File: src/rtl/mem_arb_pkg.sv
// Shared types for the instruction/data memory port arbiter.
package mem_arb_pkg;

    localparam int unsigned MEM_ADDR_WIDTH = 32;
    localparam int unsigned MEM_DATA_WIDTH = 32;
    localparam int unsigned MEM_STRB_WIDTH = MEM_DATA_WIDTH / 8;

    localparam logic [MEM_STRB_WIDTH-1:0] ARB_STRB_ALL = {MEM_STRB_WIDTH{1'b1}};

    typedef enum logic [1:0] {
        ARB_IDLE,
        ARB_FETCH,
        ARB_DATA
    } arb_state_t;

    typedef struct packed {
        logic                      wen;
        logic [MEM_STRB_WIDTH-1:0] wstrb;
        logic [MEM_ADDR_WIDTH-1:0] addr;
        logic [MEM_DATA_WIDTH-1:0] wdata;
    } mem_bus_req_t;

endpackage

File: src/rtl/mem_port_arbiter.sv
// Single memory port shared by fetch and load/store; data access wins, each
// transaction is held until bus_ready and results stay sticky until consumed.
module mem_port_arbiter
    import mem_arb_pkg::*;
#(
    parameter int unsigned ADDR_WIDTH = MEM_ADDR_WIDTH,
    parameter int unsigned DATA_WIDTH = MEM_DATA_WIDTH
) (
    input  logic                    clk,
    input  logic                    rst_n,
    input  logic                    pipe_advance,

    input  logic                    F_req,
    input  logic [ADDR_WIDTH-1:0]   F_addr,
    input  logic                    F_kill,
    output logic [DATA_WIDTH-1:0]   F_rdata,
    output logic                    F_stall,

    input  logic                    M_req,
    input  logic                    M_wen,
    input  logic [DATA_WIDTH/8-1:0] M_wstrb,
    input  logic [ADDR_WIDTH-1:0]   M_addr,
    input  logic [DATA_WIDTH-1:0]   M_wdata,
    output logic [DATA_WIDTH-1:0]   M_rdata,
    output logic                    M_stall,

    output logic                    bus_req,
    output logic                    bus_wen,
    output logic [DATA_WIDTH/8-1:0] bus_wstrb,
    output logic [ADDR_WIDTH-1:0]   bus_addr,
    output logic [DATA_WIDTH-1:0]   bus_wdata,
    input  logic                    bus_ready,
    input  logic [DATA_WIDTH-1:0]   bus_rdata
);

    arb_state_t              state_q, state_d;
    mem_bus_req_t            bus_q, bus_d;
    logic                    bus_req_q, bus_req_d;
    logic                    f_done_q, f_done_d;
    logic                    m_done_q, m_done_d;
    logic                    kill_pend_q, kill_pend_d;
    logic [DATA_WIDTH-1:0]   f_rdata_q, f_rdata_d;
    logic [DATA_WIDTH-1:0]   m_rdata_q, m_rdata_d;

    always_ff @(posedge clk or negedge rst_n) begin
        if (!rst_n) begin
            state_q     <= ARB_IDLE;
            bus_q       <= '0;
            bus_req_q   <= 1'b0;
            f_done_q    <= 1'b0;
            m_done_q    <= 1'b0;
            kill_pend_q <= 1'b0;
            f_rdata_q   <= '0;
            m_rdata_q   <= '0;
        end else begin
            state_q     <= state_d;
            bus_q       <= bus_d;
            bus_req_q   <= bus_req_d;
            f_done_q    <= f_done_d;
            m_done_q    <= m_done_d;
            kill_pend_q <= kill_pend_d;
            f_rdata_q   <= f_rdata_d;
            m_rdata_q   <= m_rdata_d;
        end
    end

    always_comb begin
        state_d     = state_q;
        bus_d       = bus_q;
        bus_req_d   = bus_req_q;
        f_done_d    = f_done_q;
        m_done_d    = m_done_q;
        kill_pend_d = kill_pend_q;
        f_rdata_d   = f_rdata_q;
        m_rdata_d   = m_rdata_q;

        // Clears first; a completion below overrides them because the
        // completing request has not yet been counted by pipe_advance.
        if (pipe_advance) begin
            f_done_d = 1'b0;
            m_done_d = 1'b0;
        end
        if (F_kill) begin
            f_done_d = 1'b0;
        end

        unique case (state_q)
            ARB_IDLE: begin
                if (M_req && !m_done_q) begin
                    bus_d.wen   = M_wen;
                    bus_d.wstrb = M_wen ? M_wstrb : ARB_STRB_ALL;
                    bus_d.addr  = M_addr;
                    bus_d.wdata = M_wdata;
                    bus_req_d   = 1'b1;
                    state_d     = ARB_DATA;
                end else if (F_req && !f_done_q && !F_kill) begin
                    bus_d.wen   = 1'b0;
                    bus_d.wstrb = ARB_STRB_ALL;
                    bus_d.addr  = F_addr;
                    bus_d.wdata = '0;
                    bus_req_d   = 1'b1;
                    state_d     = ARB_FETCH;
                end
            end

            ARB_FETCH: begin
                if (bus_ready) begin
                    bus_req_d   = 1'b0;
                    state_d     = ARB_IDLE;
                    kill_pend_d = 1'b0;
                    if (!kill_pend_q && !F_kill) begin
                        f_rdata_d = bus_rdata;
                        f_done_d  = 1'b1;
                    end
                end else if (F_kill) begin
                    kill_pend_d = 1'b1;
                end
            end

            ARB_DATA: begin
                if (bus_ready) begin
                    bus_req_d = 1'b0;
                    state_d   = ARB_IDLE;
                    m_done_d  = 1'b1;
                    if (!bus_q.wen) begin
                        m_rdata_d = bus_rdata;
                    end
                end
            end

            default: begin
                state_d   = ARB_IDLE;
                bus_req_d = 1'b0;
            end
        endcase
    end

    assign bus_req   = bus_req_q;
    assign bus_wen   = bus_q.wen;
    assign bus_wstrb = bus_q.wstrb;
    assign bus_addr  = bus_q.addr;
    assign bus_wdata = bus_q.wdata;

    assign F_rdata = f_rdata_q;
    assign M_rdata = m_rdata_q;
    assign F_stall = F_req & ~f_done_q;
    assign M_stall = M_req & ~m_done_q;

endmodule

File: config.mk
export PLATFORM = sky130hd
export DESIGN_NAME = mem_port_arbiter
export DESIGN_NICKNAME = d
export VERILOG_FILES = /design/src/rtl/mem_arb_pkg.sv /design/src/rtl/mem_port_arbiter.sv
export SDC_FILE = /design/constraint.sdc
export NUM_CORES = 1
export LEC_CHECK = 0
export CORE_MARGIN = 2
export CORE_UTILIZATION = 40
export DETAILED_ROUTE_END_ITERATION = 16
export MAX_ROUTING_LAYER = met4
export PLACE_DENSITY_LB_ADDON = 0.05
export SLEW_MARGIN = 10
export SYNTH_ARGS = -nofsm -noshare
export SYNTH_HDL_FRONTEND = slang
export SYNTH_SLANG_ARGS = --single-unit
File: constraint.sdc
create_clock -name clk -period 3.18 [get_ports clk]
set_input_delay 0.954 -clock clk [delete_from_list [all_inputs] [get_ports clk]]
set_output_delay 0.954 -clock clk [all_outputs]
set_load 0.01 [all_outputs]
Word-level counts from Yosys, hierarchy flattened
Cells that the tools add are included.
- flip-flop bits (word level): 139
- bits of input ports: 140
- output and inout port bits: 136
- equality and inequality tests: 4
- mux-type cells: 21
- bitwise logic cells: 5
- reductions and logical operators: 17
- operator list (kind ; number):
    $mux W69 ; 2
    $mux W1 ; 13
    $mux W2 ; 3
    $reduce_and A2 Y1 ; 3
    $reduce_and A3 Y1 ; 2
    $logic_and A1 B1 Y1 ; 4
    $logic_not A1 Y1 ; 4
    $mux W4 ; 1
    $pmux W2 S2 ; 1
    $reduce_bool A2 Y1 ; 2
    $ne A3 B3 Y1 const B ; 1
    $not A1 Y1 ; 3
    $and A1 B1 Y1 ; 2
    $eq A2 B1 Y1 const B ; 1
    $eq A2 B2 Y1 const B ; 1
    $logic_not A2 Y1 ; 1
    $ne A2 B1 Y1 const B ; 1
    $pmux W1 S2 ; 1
    $reduce_or A2 Y1 ; 1

Logic depth before layout (Yosys ltp)
- depth in word-level cells: 6
- gate-level depth with buffers: 6
- mapped depth without buffers: 5

Worst setup path after synthesis
Ideal clock, no wire load.
- path type: input to output
- start point: input M_req
- end point: output M_stall
- data arrival time: 1454 ps
- data required time: 2226 ps
- setup slack: 772 ps
- stages on the path: 4
- cells stage by stage: nand2b_1 buf_4 buf_2 inv_1
- cells in the longest elaborated chain, start to end: 1
- RTL lines (element ; RTL line ; source):
    start, declared ; mem_port_arbiter.sv:19 ; input logic M_req,
    $and A1 B1 Y1 ; mem_port_arbiter.sv:147 ; assign M_stall = M_req & ~m_done_q;
    end, declared ; mem_port_arbiter.sv:25 ; output logic M_stall,
Every way passes these cells.

Worst setup path after layout
Ends and elaborated chain as after synthesis.

==> flow_metrics.tcl <==
set metrics [dict create \
    die-area_mm2 0.0152 \
    dieWidth_um 123 \
    track_usage 0.207 \
    relSlewSlack 0.595 \
    use_met3 0.0623 \
    place_ws_ns 0.0693 \
    final_antenna_net_count 0 \
    io-pin-count 276 \
    drt_iter0_drc 118 \
    rsz0062_at_grt "no" \
    drv_cap 0 \
    drtPass1Iterations 4 \
    synth_commonest_cells "139 x dfrtp_1, 103 x mux2_2, 32 x a22o_1" \
    h-tree-depth 4 \
    netlist_top_cells_area "dfrtp_1 61%, mux2_2 20%, mux2_4 5.3%, a22o_1 4.9%, buf_2 1.1%" \
    grt.overflow.total 0 \
    synth_edf_count 0 \
    use_met2 0.330 \
    use_met1 0.248 \
    cellLeakagePower_nw 3.96 \
    core-area_mm2 0.0139 \
    finalSetupViolCount 0 \
    fill_cells 1043 \
    yosysSeqAreaShare 0.613 \
    tightest_slew_ns 0.608 \
    yosys.cell_types.count 28 \
    period_share 0.980 \
    timing.final.ws_setup_ns 0.0645 \
    finClkSkew_ns 0.00568 \
    wl_per_cell_um 17.9 \
    synth-async-reset-ratio 1.00 \
    syn_area_mm2 0.00568 \
    synth_top_area_cell "dfrtp_1" \
    layout_min_cycle_time_ns 3.12 \
    synth_seq_cells 139 \
    critPathLaunchType "input pin" \
    hp-class "flip-flop to flip-flop" \
    cts_hold_buf 0 \
    viasPerCell 4.89 \
    criticalPathCategory "input pin to output pin" \
    die-height_um 123 \
    synth_nets 501 \
    outcome "finished clean" \
    grt_pass1_vias 4340 \
    slew_viol_final 0 \
    hold_viol 0 \
    yosysWarnings 0 \
    p_per_area_mw_per_mm2 988 \
    drt-total-wl_mm 15.0 \
    cp_max_fo 2 \
    ir_drop_v 0.000478 \
    cts_tree "built" \
    tns_ns 0 \
    ys.flop_type "dfrtp_1" \
    yosysTopAreaCellShare 0.613 \
    drc 0 \
    busiest_layer "met2" \
    num_vias 4085 \
    synth_area_per_cell_um2 15.9 \
    dpl.hpwl_mm 11.0 \
    worstSetupEndpointType "output pin" \
    cts_resized 0 \
    clockBufferDepth 2 \
    arrival_ns 2.16 \
    rows 43 \
    antenna_found_initial 0 \
    crit_required_ns 2.23 \
    initial_core_util 0.409 \
    n_antenna_cell 0 \
    yosysMostFrequentCell "dfrtp_1" \
    drive_gt1_frac 0.258 \
    gp_congestion 0.787 \
    cts_buffers 17 \
    grt_pass1_wl_mm 22.9 \
    post_cts_buffers 0 \
    fmax_mhz 321 \
    cts_sinks 139 \
    final_nets 785 \
    cts_root_buffer "clkbuf_16" \
    area_growth_pct 62.3 \
    synthCells 358 \
    io_buffers 275 \
    clock_latency_ns 0.41 \
    grt_max_degree 62 \
    cts.clk_slew.worst_paths_ns 0.05 \
]
metrics by stage:
| step | hold WS [ns] | power (mW) | instance area [um2] | utilization | instances |
|---|---|---|---|---|---|
| after floorplan | 0.474 | 5.04 | 5680 | - | 358 |
| after global placement | 0.470 | 7.17 | 8630 | 0.622 | 803 |
| after detailed placement | 0.476 | 7.25 | 8630 | 0.622 | 803 |
| after CTS | 0.488 | 9.22 | 9210 | 0.664 | 835 |
| after global routing | 0.506 | 9.61 | 9210 | 0.664 | 835 |
| final | 0.485 | 9.11 | 9210 | 0.664 | 835 |
flip-flops by register name, indices dropped and copies added (netlist names):
register     count
bus_wdata       32
bus_wen          1
M_rdata         32
F_rdata         32
bus_addr        32
m_done_q         1
kill_pend_q      1
bus_wstrb        4
bus_req          1
f_done_q         1
state_q          2
where the power goes:
group          switching, mW  leakage, nW  internal, mW  total (mW)
Sequential             0.450         1.70          2.62        3.07
Combinational           1.55         1.99          2.58        4.12
Clock                  0.719        0.280          1.20        1.91
critical path, cell delays in order:
cell	delay, ns
clkdlybuf4s50_1	0.51
nand2b_2	0.08
inv_1	0.08
clkdlybuf4s50_1	0.55
cell usage in the layout (no fill, tap or decap), types with 4 or more instances in the layout:
cell type / count
o22a_1: 5
buf_4: 9
dfrtp_1: 139
mux2_1: 5
clkbuf_16: 17
inv_1: 5
a21oi_1: 5
a22o_1: 32
mux2_4: 20
nand2_1: 4
mux2_2: 103
clkdlybuf4s50_1: 274
kinds of logic (layout without fill, tap and decap cells):
logic type                 Yosys count  in the layout  share of synthesized area
DFF                                139            139                      0.613
muxes                              128            128                      0.267
and+or+nand+nor                     13             13                     0.0139
adders and majority gates            3              3                    0.00661
AOI/OAI and AO/OA                   49             49                     0.0703
buffers and inverters               26            323                     0.0295
final timing paths:
path	from	end	slack [ns]	cells after the start
worst max-delay path	M_req	M_stall	0.06	4
worst min-delay path	bus_addr[31]$_DFFE_PN0P_	bus_addr[31]$_DFFE_PN0P_	0.49	1
worst max register to register	m_done_q$_DFF_PN0_	bus_wdata[21]$_DFFE_PN0P_	1.35	4
worst min register to register	bus_addr[31]$_DFFE_PN0P_	bus_addr[31]$_DFFE_PN0P_	0.49	1
max in group asynchronous	rst_n	bus_addr[20]$_DFFE_PN0P_	1.97	2
min in group asynchronous	rst_n	F_rdata[8]$_DFFE_PN0P_	0.51	1
layout make-up:
| cell class | instances | area (um2) | area share |
|---|---|---|---|
| Clock buffer | 22 | 464 | 0.0504 |
| Clock inverter | 10 | 116 | 0.0126 |
| Inverter | 5 | 18.8 | 0.00204 |
| Multi-Input combinational cell | 193 | 2050 | 0.222 |
| Sequential cell | 139 | 3480 | 0.378 |
| Tap cell | 180 | 225 | 0.0244 |
| Timing Repair Buffer | 286 | 2860 | 0.311 |
per-layer routing:
| layer | routed length [um] | up-vias | part of all wire |
|---|---|---|---|
| li1 | - | 1873 | - |
| met1 | 6150 | 2017 | 0.41 |
| met2 | 7300 | 173 | 0.49 |
| met3 | 1230 | 22 | 0.082 |
| met4 | 304 | 0 | 0.020 |
| met5 | 0 | - | 0 |
(Power assumes the default switching activity.)
